==> src/rtl/tdc_stream_rx.sv <==
// Receive end of the TDC serial link: 8N1 UART deserializer plus 2-byte record
// assembler that decodes line/frame marker records and tracks the line index.
module tdc_stream_rx #(
   parameter int          CLK_PER_BIT  = 12,
   parameter int          TIMEOUT_BITS = 20,
   parameter logic [15:0] LINE_MARK    = 16'hFFFF,
   parameter logic [15:0] FRAME_MARK   = 16'hFFFE
) (
   input  logic        clk,
   input  logic        rst,
   input  logic        rx,
   output logic [15:0] sample,
   output logic        new_sample,
   output logic        new_line,
   output logic        new_frame,
   output logic [15:0] line_index,
   output logic        framing_error,
   output logic        sync_lost
);

   localparam int CNT_W     = $clog2(CLK_PER_BIT);
   localparam int GAP_LIMIT = TIMEOUT_BITS * CLK_PER_BIT;
   localparam int GAP_W     = $clog2(GAP_LIMIT + 1);

   localparam logic [CNT_W-1:0] HALF_LAST = CNT_W'(CLK_PER_BIT / 2 - 1);
   localparam logic [CNT_W-1:0] BIT_LAST  = CNT_W'(CLK_PER_BIT - 1);
   localparam logic [GAP_W-1:0] GAP_LAST  = GAP_W'(GAP_LIMIT - 1);

   typedef enum logic [2:0] {
      S_IDLE,
      S_START,
      S_DATA,
      S_STOP,
      S_BREAK
   } state_t;

   state_t           state_q, state_d;
   logic             rx_meta_q, rx_sync_q, rx_prev_q;
   logic [CNT_W-1:0] cnt_q, cnt_d;
   logic [2:0]       bit_idx_q, bit_idx_d;
   logic [7:0]       shift_q, shift_d;
   logic             half_q, half_d;
   logic [7:0]       hi_byte_q, hi_byte_d;
   logic [GAP_W-1:0] gap_q, gap_d;
   logic [15:0]      sample_q, sample_d;
   logic [15:0]      line_index_q, line_index_d;
   logic             new_sample_q, new_sample_d;
   logic             new_line_q, new_line_d;
   logic             new_frame_q, new_frame_d;
   logic             framing_error_q, framing_error_d;
   logic             sync_lost_q, sync_lost_d;

   logic             start_det;
   logic             byte_ok;
   logic             byte_bad;
   logic [15:0]      record;

   // Previous-sample flop resets low so a line held low through reset is not a start edge.
   assign start_det = rx_prev_q & ~rx_sync_q;
   assign record    = {hi_byte_q, shift_q};

   always_comb begin
      state_d   = state_q;
      cnt_d     = cnt_q + 1'b1;
      bit_idx_d = bit_idx_q;
      shift_d   = shift_q;
      byte_ok   = 1'b0;
      byte_bad  = 1'b0;

      case (state_q)
         S_IDLE: begin
            cnt_d = '0;
            if (start_det) begin
               state_d   = S_START;
               bit_idx_d = '0;
            end
         end
         S_START: begin
            if (cnt_q == HALF_LAST) begin
               cnt_d   = '0;
               state_d = rx_sync_q ? S_IDLE : S_DATA;
            end
         end
         S_DATA: begin
            if (cnt_q == BIT_LAST) begin
               cnt_d     = '0;
               shift_d   = {rx_sync_q, shift_q[7:1]};
               bit_idx_d = bit_idx_q + 1'b1;
               if (bit_idx_q == 3'd7) begin
                  state_d = S_STOP;
               end
            end
         end
         S_STOP: begin
            if (cnt_q == BIT_LAST) begin
               cnt_d = '0;
               if (rx_sync_q) begin
                  byte_ok = 1'b1;
                  state_d = S_IDLE;
               end else begin
                  byte_bad = 1'b1;
                  state_d  = S_BREAK;
               end
            end
         end
         S_BREAK: begin
            cnt_d = '0;
            if (rx_sync_q) begin
               state_d = S_IDLE;
            end
         end
         default: begin
            cnt_d   = '0;
            state_d = S_IDLE;
         end
      endcase
   end

   always_comb begin
      half_d          = half_q;
      hi_byte_d       = hi_byte_q;
      gap_d           = gap_q;
      sample_d        = sample_q;
      line_index_d    = line_index_q;
      new_sample_d    = 1'b0;
      new_line_d      = 1'b0;
      new_frame_d     = 1'b0;
      framing_error_d = 1'b0;
      sync_lost_d     = 1'b0;

      if (byte_ok) begin
         if (half_q) begin
            half_d = 1'b0;
            if (record == LINE_MARK) begin
               new_line_d   = 1'b1;
               line_index_d = line_index_q + 16'd1;
            end else if (record == FRAME_MARK) begin
               new_frame_d  = 1'b1;
               line_index_d = '0;
            end else begin
               new_sample_d = 1'b1;
               sample_d     = record;
            end
         end else begin
            half_d    = 1'b1;
            hi_byte_d = shift_q;
         end
      end

      if (byte_bad) begin
         framing_error_d = 1'b1;
         half_d          = 1'b0;
      end

      // Gap timer only runs while a high byte waits for its partner on an idle line.
      if (start_det || !half_q) begin
         gap_d = '0;
      end else if (state_q == S_IDLE) begin
         if (gap_q == GAP_LAST) begin
            gap_d       = '0;
            half_d      = 1'b0;
            sync_lost_d = 1'b1;
         end else begin
            gap_d = gap_q + 1'b1;
         end
      end
   end

   always_ff @(posedge clk) begin
      if (rst) begin
         rx_meta_q       <= 1'b0;
         rx_sync_q       <= 1'b0;
         rx_prev_q       <= 1'b0;
         state_q         <= S_IDLE;
         cnt_q           <= '0;
         bit_idx_q       <= '0;
         shift_q         <= '0;
         half_q          <= 1'b0;
         hi_byte_q       <= '0;
         gap_q           <= '0;
         sample_q        <= '0;
         line_index_q    <= '0;
         new_sample_q    <= 1'b0;
         new_line_q      <= 1'b0;
         new_frame_q     <= 1'b0;
         framing_error_q <= 1'b0;
         sync_lost_q     <= 1'b0;
      end else begin
         rx_meta_q       <= rx;
         rx_sync_q       <= rx_meta_q;
         rx_prev_q       <= rx_sync_q;
         state_q         <= state_d;
         cnt_q           <= cnt_d;
         bit_idx_q       <= bit_idx_d;
         shift_q         <= shift_d;
         half_q          <= half_d;
         hi_byte_q       <= hi_byte_d;
         gap_q           <= gap_d;
         sample_q        <= sample_d;
         line_index_q    <= line_index_d;
         new_sample_q    <= new_sample_d;
         new_line_q      <= new_line_d;
         new_frame_q     <= new_frame_d;
         framing_error_q <= framing_error_d;
         sync_lost_q     <= sync_lost_d;
      end
   end

   assign sample        = sample_q;
   assign new_sample    = new_sample_q;
   assign new_line      = new_line_q;
   assign new_frame     = new_frame_q;
   assign line_index    = line_index_q;
   assign framing_error = framing_error_q;
   assign sync_lost     = sync_lost_q;

endmodule

==> config.mk <==
export PLATFORM = sky130hd
export DESIGN_NAME = tdc_stream_rx
export DESIGN_NICKNAME = d
export VERILOG_FILES = /design/src/rtl/tdc_stream_rx.sv
export SDC_FILE = /design/constraint.sdc
export NUM_CORES = 1
export LEC_CHECK = 0
export BUFFER_PORTS_ARGS = -buffer_cell sky130_fd_sc_hd__buf_2
export CAP_MARGIN = 20
export CORE_ASPECT_RATIO = 0.75
export CORE_UTILIZATION = 57
export DETAILED_ROUTE_END_ITERATION = 10
export PLACE_DENSITY_LB_ADDON = 0.08
export REMOVE_ABC_BUFFERS = 1
export SYNTH_ARGS = -nofsm -noshare
export SYNTH_HDL_FRONTEND = slang
export SYNTH_SLANG_ARGS = --single-unit
==> constraint.sdc <==
create_clock -name clk -period 3.35 [get_ports clk]
set_clock_uncertainty 0.15 [all_clocks]
set_input_delay 0.335 -clock clk [delete_from_list [all_inputs] [get_ports clk]]
set_output_delay 0.335 -clock clk [all_outputs]
set_load 0.02 [all_outputs]
==> flow_summary.json <==
{
  "clkTransAtPathRegs_ps": 90,
  "grt_pass1_wl_mm": 11.1,
  "p_per_area_nw_per_um2": 421,
  "clock_path_buffers": 2,
  "period_needed_ps": 2670,
  "yosysWarnings": 0,
  "path_delay_family": "simple AND/OR/NAND/NOR gates",
  "grt_pass1_vias": 2410,
  "regArea_um2": 1500,
  "worstMarginPinSlew_ps": 1010,
  "area_growth_pct": 13.2,
  "swShare": 0.251,
  "layout_common_cells": "dfxtp_1, nor2_1, buf_2",
  "antenna_left": 0,
  "hold_buffers": 0,
  "antenna_found_initial": 0,
  "clkLatencyLatePin_ps": 360,
  "rows": 23,
  "worst_path_max_delay_cell": "or2_2",
  "switchingPower_mw": 0.398,
  "outcome": "finished clean",
  "cts-root-buf": "clkbuf_8",
  "num_antenna_cells": 0,
  "layout_commonest_cell": "dfxtp_1",
  "viasPerCell": 5.69,
  "synthCells": 383,
  "synth_edf_count": 0,
  "drcViolationCount": 0,
  "combPwrFrac": 0.025,
  "fin_util": 0.686,
  "r2r_end": "sample[9]",
  "whs_path_depth": 2,
  "ys_ff_latch": 75,
  "fmax_mhz": 374,
  "slew_headroom": 0.319,
  "htreeDepth": 3,
  "cp.required_ps": 3430,
  "power.internal_mw": 1.19,
  "hpwl_mm": 4.52,
  "grt_max_degree": 58,
  "seqPwrFrac": 0.567,
  "path_cells": "ha_1 -> nand4b_1 -> or2_2 -> inv_1 -> ha_1 -> o41ai_2 -> buf_4 -> mux2i_1 -> nor2_1",
  "drive_gt1_frac": 0.164,
  "hold_class": "in -> reg",
  "ctsResizeCount": 0,
  "cellLeakagePower_nw": 1.48,
  "reg2reg_slack_ps": 680,
  "synthFlopType": "dfxtp_1",
  "die_h_um": 68.2,
  "synth_xor_area_frac": 0.0237,
  "rsz0062_at_grt": "no",
  "synth.cell_area_um2": 3330,
  "synth-simple-area-share": 0.276,
  "cts_setup_buffers": 0,
  "io_buffers": 39,
  "hold_viol": 0,
  "worstPathArrival_ps": 2750,
  "cp-end-kind": "flop",
  "hold_start": "rx",
  "grt_usage": 0.228,
  "synth-seq-area-share": 0.451,
  "synth_compound_area_frac": 0.106,
  "r2r-start": "cnt_q[0]",
  "drt-wirelength-per-cell_um": 13.4,
  "clkPwrFrac": 0.407,
  "crit_top_cell": "ha_1",
  "report.final.slew_viol_count": 0,
  "vias": 2830,
  "fill_cells": 448,
  "avgSynthCellArea_um2": 8.70,
  "first_iter_violations": 208,
  "finish.instance_area_um2": 3770,
  "synth_area_leader_cell": "dfxtp_1",
  "worstPathMaxFanout": 19,
  "synth_fa_ha_area_frac": 0.0300,
  "fin_nets": 428,
  "ios": 40,
  "r2r_cells": 9,
  "drt_first_pass_iters": 5,
  "yosysTopAreaCellShare": 0.451,
  "synthArstFlopShare": 0,
  "synthTopCellsByArea": "dfxtp_1, mux2i_1, nor2_1",
  "cts_tree": "built",
  "design.die.area_um2": 6160,
  "multi_input_area_um2": 1710,
  "start_util": 0.606,
  "synth_top_family_by_area": "simple AND/OR/NAND/NOR gates",
  "max_cap_viol_count": 0,
  "wirelength_mm": 6.66,
  "die_width_um": 90.3,
  "synth_cell_type_count": 41,
  "cts_sinks": 75,
  "setup_viol": 0,
  "routabilityCongestion": 0.820,
  "critPathMaxStageDelay_ps": 460,
  "cts_buffers": 9,
  "start_kind": "flop",
  "core_area_um2": 5500,
  "vdd_drop_max_mv": 0.285,
  "hold_end": "rx_meta_q",
  "gr-total-overflow": 0,
  "path_class": "reg -> reg",
  "synth.area.mux_share": 0.0751,
  "path_buf_inv": 2,
  "fin_crit_sh": 0.798,
  "post_dp_cell_area_um2": 3580
}
-- cell usage after synthesis (4+ instances only) --
cell / n
a31oi_1: 10
nand2b_1: 9
nor4_1: 9
nor3_1: 8
nand4_1: 12
nand3b_1: 6
o311ai_0: 4
clkbuf_1: 17
a211o_1: 4
nand3_1: 21
mux2i_1: 25
or3_1: 5
xnor2_1: 5
nor2_1: 45
ha_1: 8
nor2b_1: 4
dfxtp_1: 75
a21oi_1: 15
or4_1: 10
o21ai_0: 14
nand2_1: 34
xor2_1: 4
inv_1: 10
-- worst max-delay path by stage --
stage / to / depth (start not counted) / start / slack [ps]
finish: sample[9] / 9 / cnt_q[0] / 680
global route: sample[7] / 9 / cnt_q[0] / 450
global placement: sample[0] / 9 / cnt_q[0] / 780
CTS: sample[9] / 9 / cnt_q[0] / 660
detailed placement: sample[7] / 9 / cnt_q[0] / 680
floorplan: sample[0] / 4 / shift_q[1] / -380
-- power groups by stage --
stage	clock, mW	combinational [mW]	sequential [mW]
5_1_grt	0.694	0.0445	0.901
6_report	0.646	0.0402	0.900
2_1_floorplan	0	0.0199	0.920
4_1_cts	0.658	0.0401	0.900
3_5_place_dp	0	0.0400	0.921
3_3_place_gp	0	0.0399	0.921
-- layout make-up --
cell class	instances	share of cell area
sequential	75	0.398
inverter	10	0.00995
tap	75	0.0249
clock buffer	9	0.0328
clock inverter	7	0.0159
timing repair buffer	46	0.0650
multi-input combinational	275	0.453
-- metal layers --
layer | routed length [um] | track usage
met3 | 320 | 0.0567
met1 | 3490 | 0.319
met4 | 60 | 0.0806
met2 | 2790 | 0.346
met5 | 0 | 0
-- worst reg2reg max path, cell delays in order (launching register included) --
cell and delay, ps:
dfxtp_1 380, ha_1 210, nand4b_1 150, or2_2 460
inv_1 260, ha_1 250, o41ai_2 210, buf_4 270
mux2i_1 170, nor2_1 60
-- per-stage QoR --
stage	hold WS (ps)	std cells	setup WS (ps)	total power, mW	setup TNS (ps)
final	43.8	497	676	1.59	0
after global routing	58.8	497	450	1.64	0
after CTS	34.4	496	662	1.60	0
after detailed placement	284	480	678	0.961	0
after global placement	277	480	782	0.961	0
after floorplan	252	360	-384	0.940	-6260
-- logic make-up after synthesis --
| kind of cell | Yosys count |
|---|---|
| compound gates | 56 |
| xor+xnor | 9 |
| fa+ha+maj | 8 |
| buf+inv | 33 |
| flops | 75 |
| mux | 25 |
| simple gates | 177 |
-- state kept, by name, summed over array words and instances (netlist names), 3 cells and up --
register,flops
bit_idx_q,3
hi_byte_q,8
state_q,3
shift_q,8
cnt_q,4
sample,16
line_index,16
gap_q,8
(Power assumes the default switching activity.)
